<file path="src/rtl/exe_unit_pipe.sv">
// Purpose : sign-magnitude (ZnMod) execution unit, 8 ops on a 3-bit opcode, iterative multiplier.
// Latency : 1 cycle from accept to o_valid for single-cycle ops, MBIT cycles for multiply (111).
// Backpr. : one op in flight; o_ready only in IDLE; result/status held in DONE until i_ready.
//
// Ports: i_clk/i_rst (sync, active-high); request i_valid/o_ready with i_argA, i_argB, i_oper;
//        response o_valid/i_ready with o_result and o_status {ERROR, ODD, ZERO, NEG};
//        o_op_cnt/o_err_cnt completed-op and error counters.
// Build option: define EXE_UNIT_STATS_EN to build the counters; otherwise they read 0.
module exe_unit_pipe #(
  parameter int MBIT = 8,
  parameter int NBIT = 3,
  parameter int CNTW = 16
) (
  input  logic            i_clk,
  input  logic            i_rst,
  input  logic            i_valid,
  output logic            o_ready,
  input  logic [MBIT-1:0] i_argA,
  input  logic [MBIT-1:0] i_argB,
  input  logic [NBIT-1:0] i_oper,
  output logic            o_valid,
  input  logic            i_ready,
  output logic [MBIT-1:0] o_result,
  output logic [3:0]      o_status,
  output logic [CNTW-1:0] o_op_cnt,
  output logic [CNTW-1:0] o_err_cnt
);

  localparam int M  = MBIT - 1;        // magnitude width
  localparam int CW = $clog2(MBIT);    // CALC step counter width

  localparam logic [NBIT-1:0] OP_INV = 3'b000;
  localparam logic [NBIT-1:0] OP_MAX = 3'b001;
  localparam logic [NBIT-1:0] OP_CLR = 3'b010;
  localparam logic [NBIT-1:0] OP_Z2U = 3'b011;
  localparam logic [NBIT-1:0] OP_SET = 3'b100;
  localparam logic [NBIT-1:0] OP_U2Z = 3'b101;
  localparam logic [NBIT-1:0] OP_ADD = 3'b110;
  localparam logic [NBIT-1:0] OP_MUL = 3'b111;

  typedef enum logic [1:0] {IDLE, CALC, DONE} state_t;

  typedef struct packed {
    logic            err;
    logic [MBIT-1:0] res;
  } alu_out_t;

  // Status is derived from the value actually presented, so an error
  // (result forced to 0) always reads {1,0,1,0}.
  function automatic logic [3:0] status_of(input alu_out_t o);
    logic [MBIT-1:0] r;
    r = o.err ? '0 : o.res;
    return {o.err, ^r, (r == '0), r[MBIT-1]};
  endfunction

  state_t state, state_nxt;
  logic   accept;

  assign accept  = i_valid & o_ready;
  assign o_valid = (state == DONE);

  // ---------------------------------------------------------------
  // Single-cycle datapath, evaluated on the raw request inputs
  // ---------------------------------------------------------------
  logic                   sa, sb;
  logic [M-1:0]           ma, mb;
  logic signed [MBIT:0]   va, vb;
  logic [M:0]             mag_sum;
  logic [M-1:0]           mag_diff;
  logic                   a_ge_b;
  logic [31:0]            bit_idx;
  logic [MBIT-1:0]        bit_mask;
  logic [MBIT-1:0]        neg_a;
  logic [MBIT-1:0]        min_neg;
  alu_out_t               alu;

  assign sa       = i_argA[MBIT-1];
  assign sb       = i_argB[MBIT-1];
  assign ma       = i_argA[M-1:0];
  assign mb       = i_argB[M-1:0];
  // Signed values for the max compare; +0 and -0 both map to 0.
  assign va       = sa ? -$signed({2'b00, ma}) : $signed({2'b00, ma});
  assign vb       = sb ? -$signed({2'b00, mb}) : $signed({2'b00, mb});
  assign mag_sum  = {1'b0, ma} + {1'b0, mb};
  assign a_ge_b   = (ma >= mb);
  assign mag_diff = a_ge_b ? (ma - mb) : (mb - ma);
  assign bit_idx  = 32'(i_argB);
  assign bit_mask = MBIT'(1) << bit_idx;
  assign neg_a    = ~i_argA + 1'b1;
  assign min_neg  = {1'b1, {M{1'b0}}};

  always_comb begin
    alu = '0;
    case (i_oper)
      OP_INV: alu.res = {~sb, mb};
      OP_MAX: alu.res = (va >= vb) ? i_argA : i_argB;
      OP_CLR, OP_SET: begin
        // A negative index always exceeds MBIT, but both terms are kept explicit.
        alu.err = sb | (bit_idx >= 32'(MBIT));
        alu.res = (i_oper == OP_SET) ? (i_argA | bit_mask) : (i_argA & ~bit_mask);
      end
      OP_Z2U: begin
        if (i_argA == min_neg) alu.err = 1'b1;
        else                   alu.res = sa ? (~{1'b0, ma} + 1'b1) : i_argA;
      end
      OP_U2Z: begin
        if (i_argA == min_neg) alu.err = 1'b1;
        else if (sa)           alu.res = {1'b1, neg_a[M-1:0]};
        else                   alu.res = i_argA;
      end
      OP_ADD: begin
        if (sa == sb) begin
          alu.err = mag_sum[M];
          alu.res = {sa & (mag_sum[M-1:0] != '0), mag_sum[M-1:0]};
        end else begin
          // Sign follows the larger magnitude; a zero difference is +0.
          alu.res = {(a_ge_b ? sa : sb) & (mag_diff != '0), mag_diff};
        end
      end
      default: alu = '0;  // multiply goes through CALC
    endcase
    if (alu.err) alu.res = '0;
  end

  // ---------------------------------------------------------------
  // Iterative shift-add multiplier: one magnitude bit of B per cycle
  // ---------------------------------------------------------------
  logic [2*M-1:0] mul_a;     // multiplicand, shifted left each step
  logic [M-1:0]   mul_b;     // multiplier bits, shifted right each step
  logic [2*M-1:0] mul_acc;
  logic           mul_sign;
  logic [CW-1:0]  mul_cnt;
  logic [2*M-1:0] mul_prod;
  logic           mul_last;
  alu_out_t       mul;

  assign mul_prod = mul_acc + (mul_b[0] ? mul_a : '0);
  assign mul_last = (mul_cnt == CW'(M - 1));

  always_comb begin
    mul     = '0;
    mul.err = |mul_prod[2*M-1:M];
    if (!mul.err) mul.res = {mul_sign & (mul_prod[M-1:0] != '0), mul_prod[M-1:0]};
  end

  // ---------------------------------------------------------------
  // Control FSM
  // ---------------------------------------------------------------
  always_ff @(posedge i_clk) begin
    if (i_rst) state <= IDLE;
    else       state <= state_nxt;
  end

  always_comb begin
    state_nxt = state;
    case (state)
      IDLE:    if (accept)   state_nxt = (i_oper == OP_MUL) ? CALC : DONE;
      CALC:    if (mul_last) state_nxt = DONE;
      DONE:    if (i_ready)  state_nxt = IDLE;
      default: state_nxt = IDLE;
    endcase
  end

  // o_ready is registered so it stays low for the reset cycle itself.
  always_ff @(posedge i_clk) begin
    if (i_rst) begin
      o_ready  <= 1'b0;
      o_result <= '0;
      o_status <= '0;
      mul_a    <= '0;
      mul_b    <= '0;
      mul_acc  <= '0;
      mul_sign <= 1'b0;
      mul_cnt  <= '0;
    end else begin
      o_ready <= (state_nxt == IDLE);
      if (accept) begin
        mul_a    <= {{M{1'b0}}, ma};
        mul_b    <= mb;
        mul_sign <= sa ^ sb;
        mul_acc  <= '0;
        mul_cnt  <= '0;
        if (i_oper != OP_MUL) begin
          o_result <= alu.res;
          o_status <= status_of(alu);
        end
      end else if (state == CALC) begin
        mul_acc <= mul_prod;
        mul_a   <= mul_a << 1;
        mul_b   <= mul_b >> 1;
        mul_cnt <= mul_cnt + 1'b1;
        if (mul_last) begin
          o_result <= mul.res;
          o_status <= status_of(mul);
        end
      end
    end
  end

  // ---------------------------------------------------------------
  // Optional statistics
  // ---------------------------------------------------------------
`ifdef EXE_UNIT_STATS_EN
  logic out_hs;
  assign out_hs = (state == DONE) & i_ready;

  always_ff @(posedge i_clk) begin
    if (i_rst) begin
      o_op_cnt  <= '0;
      o_err_cnt <= '0;
    end else if (out_hs) begin
      o_op_cnt <= o_op_cnt + 1'b1;
      if (o_status[3]) o_err_cnt <= o_err_cnt + 1'b1;
    end
  end
`else
  assign o_op_cnt  = '0;
  assign o_err_cnt = '0;
`endif

endmodule

</file>
<file path="config.mk">
export PLATFORM = sky130hd
export DESIGN_NAME = exe_unit_pipe
export DESIGN_NICKNAME = d
export VERILOG_FILES = /design/src/rtl/exe_unit_pipe.sv
export SDC_FILE = /design/constraint.sdc
export NUM_CORES = 1
export LEC_CHECK = 0
export CAP_MARGIN = 20
export CORE_MARGIN = 2
export CORE_UTILIZATION = 25
export DETAILED_ROUTE_END_ITERATION = 8
export GPL_TIMING_DRIVEN = 0
export PLACE_DENSITY_LB_ADDON = 0.2
export SETUP_SLACK_MARGIN = 0.2
export SLEW_MARGIN = 15
export SYNTH_ARGS = -nofsm -noshare
export SYNTH_HDL_FRONTEND = slang
export SYNTH_SLANG_ARGS = --single-unit
</file>
<file path="constraint.sdc">
create_clock -name i_clk -period 5.2 [get_ports i_clk]
set_clock_uncertainty 0.15 [all_clocks]
set_input_delay 0.78 -clock i_clk [delete_from_list [all_inputs] [get_ports i_clk]]
set_output_delay 0.78 -clock i_clk [all_outputs]
set_load 0.05 [all_outputs]
</file>
### After elaboration in Yosys (flattened, before gate mapping)

Index checks and enable logic that the tools add are counted.
W data, S select, Z words.

| cells by class | value |
|---|---|
| eq/ne operators | 14 |
| shifts and indexed selects | 1 |
| divide/modulo/power cells | 0 |
| $lt $le $gt $ge | 3 |
| multiply operators | 0 |
| reduce and logical (&&, ||, !) cells | 17 |
| $add $sub $neg | 9 |
| muxes and demuxes | 37 |
| bitwise gates (word level) | 12 |

Operators with widths:

| kind | number |
|---|---|
| $mux W8 | 15 |
| $pmux W8 S6 | 1 |
| $mux W7 | 5 |
| $reduce_bool A7 Y1 | 3 |
| $mux W9 | 2 |
| $neg A7 Y9 | 2 |
| $logic_not A8 Y1 | 2 |
| $mux W4 | 4 |
| $reduce_xor A8 Y1 | 2 |
| $eq A3 B3 Y1 const B | 5 |
| $add A14 B14 Y14 | 1 |
| $mux W14 | 1 |
| $sub A7 B7 Y7 | 2 |
| $ge A9 B9 Y1 | 1 |
| $add A7 B7 Y8 | 1 |
| $add A8 B1 Y8 const B | 1 |
| $and A8 B8 Y8 | 1 |
| $eq A8 B8 Y1 const B | 1 |
| $ge A8 B4 Y1 const B | 1 |
| $mux W2 | 4 |
| $not A7 Y8 | 1 |
| $not A8 Y8 | 1 |
| $or A8 B8 Y8 | 1 |
| $shl A1 B8 Y8 const A | 1 |
| other kinds (24) | 34 |

| word-level totals | value |
|---|---|
| bits in registers | 54 |
| memory bits (writable) | 0 |
| memories | 0 |
| output and inout bits | 46 |
| memory bits (read-only) | 0 |
| latch bits | 0 |
| input port bits | 23 |
| logic and storage cells | 103 |

### Logic depth before layout (Yosys ltp)

| logic depth | value |
|---|---|
| depth after elaboration | 11 |
| gate-level depth with buffers | 21 |

### Worst setup path after synthesis

Ideal clock, no wire load.

| timing path | value |
|---|---|
| path type | input -> register |
| start | input port i_argB[1] |
| end | register o_status[2] |
| data arrival time | 4.433 ns |
| path slack | 0.485 ns |
| required time | 4.918 ns |
| library setup time | 0.132 ns |
| stages on the path | 21 |
| cells stage by stage | clkbuf_1 -> inv_1 -> ha_1 -> nand2_1 -> o41ai_1 -> xnor2_1 -> ha_1 -> o21a_1 -> a2bb2oi_1 -> mux2_2 -> a211oi_1 -> nand2_1 -> o31ai_1 -> a21oi_1 -> nand2_1 -> ha_1 -> xnor2_1 -> xnor2_1 -> nand2_1 -> o211ai_1 -> a21oi_1 |

| on the way | value |
|---|---|
| longest elaborated chain between the ends | 11 |
| elaborated cells on any way between the ends | 30 |
| those cells by class | 4 x add/sub; 3 x order compare; 1 x shift; 13 x mux; 6 x bitwise; 3 x reduce/logical |

Ends and longest elaborated chain:

| what | line | text |
|---|---|---|
| start: declaration | 19 | `input logic [MBIT-1:0] i_argB,` |
| branches (longest 7 deep; another with $neg A7 Y9) | n/a |  |
| $mux W8 (*) | 52 | `r = o.err ? '0 : o.res;` |
| $reduce_xor A8 Y1 (*) | 53 | `return {o.err, ^r, (r == '0), r[MBIT-1]};` |
| $mux W4 (*) | 183 | `if (i_oper != OP_MUL) begin` |
| $mux W4 (*) | 177 | `if (accept) begin` |
| end signal: assignment | 185 | `o_status <= status_of(alu);` |
| end signal: assignment | 194 | `o_status <= status_of(mul);` |
| end: declaration | 24 | `output logic [3:0] o_status,` |

Every way passes the cells marked *. The select of a mux whose other input is x is not followed.
A chain may end at the register's enable or synchronous reset.

### Final worst setup path

| timing path | value |
|---|---|
| start | input port i_argB[4] |
| end | register o_status[2] |

Same word-level chain as after synthesis.

==> impl_metrics.prom <==
# TYPE chip_impl_metric gauge
chip_impl_metric{name="synth_area",unit="sq um"} 5590
chip_impl_metric{name="grt_max_degree",unit=""} 16
chip_impl_metric{name="synthToLayoutAreaGrowth",unit="%"} 21.0
chip_impl_metric{name="synth_sequential_area_ratio",unit="%"} 19.0
chip_impl_metric{name="core.rowCount",unit=""} 54
chip_impl_metric{name="worst_slack",unit="ns"} 0.414
chip_impl_metric{name="dieArea",unit="sq um"} 23600
chip_impl_info{name="clock_tree.root_cell",value="sky130_fd_sc_hd__clkbuf_16"} 1
chip_impl_metric{name="power_density",unit="nW/um^2"} 199
chip_impl_metric{name="h-tree-depth",unit=""} 2
chip_impl_info{name="critPathKind",value="input port to flip-flop"} 1
chip_impl_metric{name="syn_warnings",unit=""} 0
chip_impl_metric{name="chipWidth",unit="microns"} 153
chip_impl_metric{name="vias_per_cell",unit=""} 4.95
chip_impl_info{name="synth_most_common_cell",value="sky130_fd_sc_hd__nand2_1"} 1
chip_impl_metric{name="drt_iter0_drc",unit=""} 369
chip_impl_metric{name="total_gr_overflow",unit=""} 0
chip_impl_metric{name="ys_async_sr_fraction",unit="%"} 0
chip_impl_metric{name="timing_hold_violations_final",unit=""} 0
chip_impl_metric{name="grt_antenna_before_repair",unit=""} 0
chip_impl_info{name="tritoncts",value="built"} 1
chip_impl_info{name="crit_path_top_delay_cell",value="sky130_fd_sc_hd__or4_4"} 1
chip_impl_metric{name="grt_pass1_wl",unit="microns"} 28700
chip_impl_metric{name="syn-mean-instance-area",unit="sq um"} 7.41
chip_impl_metric{name="yosysUniqueCellTypes",unit=""} 83
chip_impl_metric{name="minimum_setup_slack_after_placement",unit="ns"} -1.31
chip_impl_metric{name="antennaDiodeCount",unit=""} 0
chip_impl_metric{name="vdd_drop_max",unit="mV"} 0.116
chip_impl_metric{name="cts.sink_count",unit=""} 53
chip_impl_metric{name="post-route-cell-area",unit="sq um"} 6760
chip_impl_metric{name="fraction_of_final_layout_cells_sized_beyond_drive_strength_1",unit="%"} 11.8
chip_impl_metric{name="instances_no_fill",unit=""} 1109
chip_impl_metric{name="first_global_vias",unit=""} 5130
chip_impl_metric{name="maxSlewHeadroom",unit="%"} 52.6
chip_impl_metric{name="dpl-instance-area",unit="sq um"} 6380
chip_impl_metric{name="setup_viol",unit=""} 0
chip_impl_metric{name="cts.clk_slew.worst_paths",unit="ns"} 0.07
chip_impl_metric{name="total_power",unit="mW"} 1.35
chip_impl_metric{name="synth_edf_count",unit=""} 0
chip_impl_metric{name="number_of_buffers_added_by_the_clock_tree_synthesis_step",unit=""} 5
chip_impl_metric{name="report.final.slew_viol_count",unit=""} 0
chip_impl_metric{name="drc",unit=""} 0
chip_impl_metric{name="clk_latency",unit="ns"} 0.29
chip_impl_metric{name="num-fill-cells",unit=""} 2428
chip_impl_metric{name="totalNegativeSetupSlack",unit="ns"} 0
chip_impl_metric{name="synth_top_area_share",unit="%"} 19.0
chip_impl_metric{name="number_of_ports_placed_on_the_die_boundary",unit=""} 69
chip_impl_metric{name="core_area",unit="sq um"} 21900
chip_impl_metric{name="detail_route.wirelength",unit="microns"} 18400
chip_impl_info{name="rsz0062_at_grt",value="false"} 1
chip_impl_metric{name="leakage",unit="nW"} 2.85
chip_impl_metric{name="worst_ep_arrival_time",unit="ns"} 4.80
chip_impl_metric{name="fin_util",unit="%"} 30.9
chip_impl_info{name="outcome",value="completed"} 1
chip_impl_metric{name="gp_routability_congestion",unit=""} 0.897
chip_impl_metric{name="max_slew.worst_pin.slew",unit="ns"} 0.706
chip_impl_info{name="path_cells",value="dlygate4sd2_1, clkbuf_8, or4_4, o21ai_2, ha_1, or3b_4, o311a_1, mux2_2, a211oi_4, nand2_2, o31ai_4, a21oi_1, nand2_1, ha_1, xnor2_2, xnor2_1, nand2_1, o211ai_1, a21oi_1"} 1
chip_impl_metric{name="die_height",unit="microns"} 153
chip_impl_info{name="startpoint_type",value="input port"} 1
chip_impl_metric{name="cts_max_path_buffers",unit=""} 2
chip_impl_info{name="critical_path_endpoint_category",value="flip-flop"} 1
chip_impl_metric{name="residual_antenna_violating_net_count_after_detailed_routing",unit=""} 0
chip_impl_metric{name="grt_util_all_layers",unit="%"} 15.1
chip_impl_metric{name="min_period",unit="ns"} 4.79
chip_impl_info{name="cell_type_contributing_the_most_total_cell_area_after_synthesis",value="sky130_fd_sc_hd__dfxtp_1"} 1
chip_impl_info{name="post_synth_main_area_contributors",value="sky130_fd_sc_hd__dfxtp_1 19%, sky130_fd_sc_hd__ha_1 12%, sky130_fd_sc_hd__nand2_1 8.5%"} 1
chip_impl_metric{name="hold-worst-slack",unit="ns"} 0.305
chip_impl_metric{name="post-route-period-util",unit="%"} 92.0
chip_impl_info{name="ys_top_cells_by_count",value="126 x sky130_fd_sc_hd__nand2_1, 53 x sky130_fd_sc_hd__dfxtp_1, 53 x sky130_fd_sc_hd__ha_1"} 1
chip_impl_metric{name="cap_viol_max_count",unit=""} 0
chip_impl_metric{name="detailroute.via_count",unit=""} 5487
chip_impl_metric{name="synth_seq_cells",unit=""} 53
chip_impl_metric{name="detailedPlacementHpwl",unit="microns"} 14400
chip_impl_metric{name="start_util",unit="%"} 25.5
chip_impl_metric{name="critical-path-max-stage-delay",unit="ns"} 0.55
chip_impl_metric{name="max_clock_freq",unit="GHz"} 0.209
chip_impl_metric{name="numPlacedInstances",unit=""} 1098
chip_impl_info{name="timing.hold.worst.class",value="flip-flop to flip-flop"} 1
chip_impl_metric{name="design.final.nets",unit=""} 909
chip_impl_metric{name="syn-instance-count",unit=""} 754
chip_impl_metric{name="timing.critical_path.fanout_max",unit=""} 8
chip_impl_metric{name="drt_pass1_iterations",unit=""} 5
chip_impl_info{name="yosys_most_used_dff",value="sky130_fd_sc_hd__dfxtp_1"} 1
chip_impl_metric{name="detail_route.wl_per_cell",unit="microns"} 16.6
chip_impl_metric{name="critPathRequiredTime",unit="ns"} 5.21
chip_impl_metric{name="io_buffer_count",unit=""} 33
## placed cells by master (no fill, tap or decap), drive strengths merged, types with 15 or more instances in the layout
cell type / netlist / final
xnor2: 30 / 30
dfxtp: 53 / 53
inv: 34 / 33
clkbuf: 32 / 37
and2: 17 / 17
ha: 53 / 53
o21ai: 29 / 29
nor2: 46 / 46
nand2: 126 / 126
buf: 40 / 48
conb: 1 / 32
a311oi: 15 / 15
nor3: 15 / 15
nand3: 28 / 28
a21oi: 51 / 51
clkdlybuf4s50: 0 / 20
## cell type report
cell class,count,area (sq um),area share (%)
clock buffers,5,125,1.85
multi-input cells,626,4250,62.9
plain buffers,72,445,6.59
repair buffers,37,359,5.31
flip-flops and latches,53,1060,15.7
well taps,280,350,5.18
inverters,34,134,1.98
clock inverters,2,35.0,0.518
## power breakdown
group | switching [mW] | total, mW | internal (mW) | leakage, nW
clock network | 0.148 | 0.372 | 0.224 | 0.0797
logic | 0.344 | 0.540 | 0.196 | 2.34
registers | 0.0125 | 0.434 | 0.422 | 0.430
## critical path, delay by kind of cell
family / cells / cell delay (ns)
AND/OR/NAND/NOR: 5 / 1.25
buffers and inverters: 2 / 0.49
XOR/XNOR: 2 / 0.28
multiplexers: 1 / 0.29
adder cells (fa/ha/maj): 2 / 0.39
AO/OA/AOI/OAI: 7 / 1.31
## sequential cells by signal, indices dropped and copies added (netlist names)
signal / count
mul_cnt: 3
o_status: 3
mul_sign: 1
mul_a: 14
mul_acc: 14
o_result: 8
mul_b: 7
o_ready: 1
state: 2
## layer usage
| layer | global-route usage (%) | vias to the layer above | share of wire [%] |
|---|---|---|---|
| li1 | - | 2798 | - |
| met1 | 22.8 | 2532 | 51 |
| met2 | 23.4 | 144 | 43 |
| met3 | 1.53 | 13 | 4.9 |
| met4 | 2.71 | 0 | 0.89 |
| met5 | 0 | - | 0 |
## path summary, 6_finish.rpt
path	startpoint	end	slack [ns]	depth (start not counted)
min	mul_a[13]	mul_a[13]	0.31	2
min reg2reg	mul_a[13]	mul_a[13]	0.31	2
max	i_argB[4]	o_status[2]	0.41	19
max reg2reg	mul_b[0]	o_status[2]	0.61	18
## kinds of logic (layout without fill, tap and decap cells)
| kind of cell | count (synthesis) | in the layout | synth area share (%) |
|---|---|---|---|
| adder cells (fa/ha/maj) | 57 | 57 | 13.3 |
| buffers and inverters | 106 | 150 | 9.50 |
| AND/OR/NAND/NOR | 292 | 292 | 25.1 |
| AO/OA/AOI/OAI | 196 | 196 | 24.8 |
| other | 1 | 32 | 0.0671 |
| flip-flops | 53 | 53 | 19.0 |
| multiplexers | 12 | 12 | 2.20 |
| XOR/XNOR | 37 | 37 | 6.07 |
## timing repair
action                     CTS  global route
setup endpoints to repair    8             2
gates cloned                 0             0
buffers inserted             3             1
resized for setup           28            50
hold buffers                 0             0
pin swaps                    2             4
(Power assumes the default switching activity.)
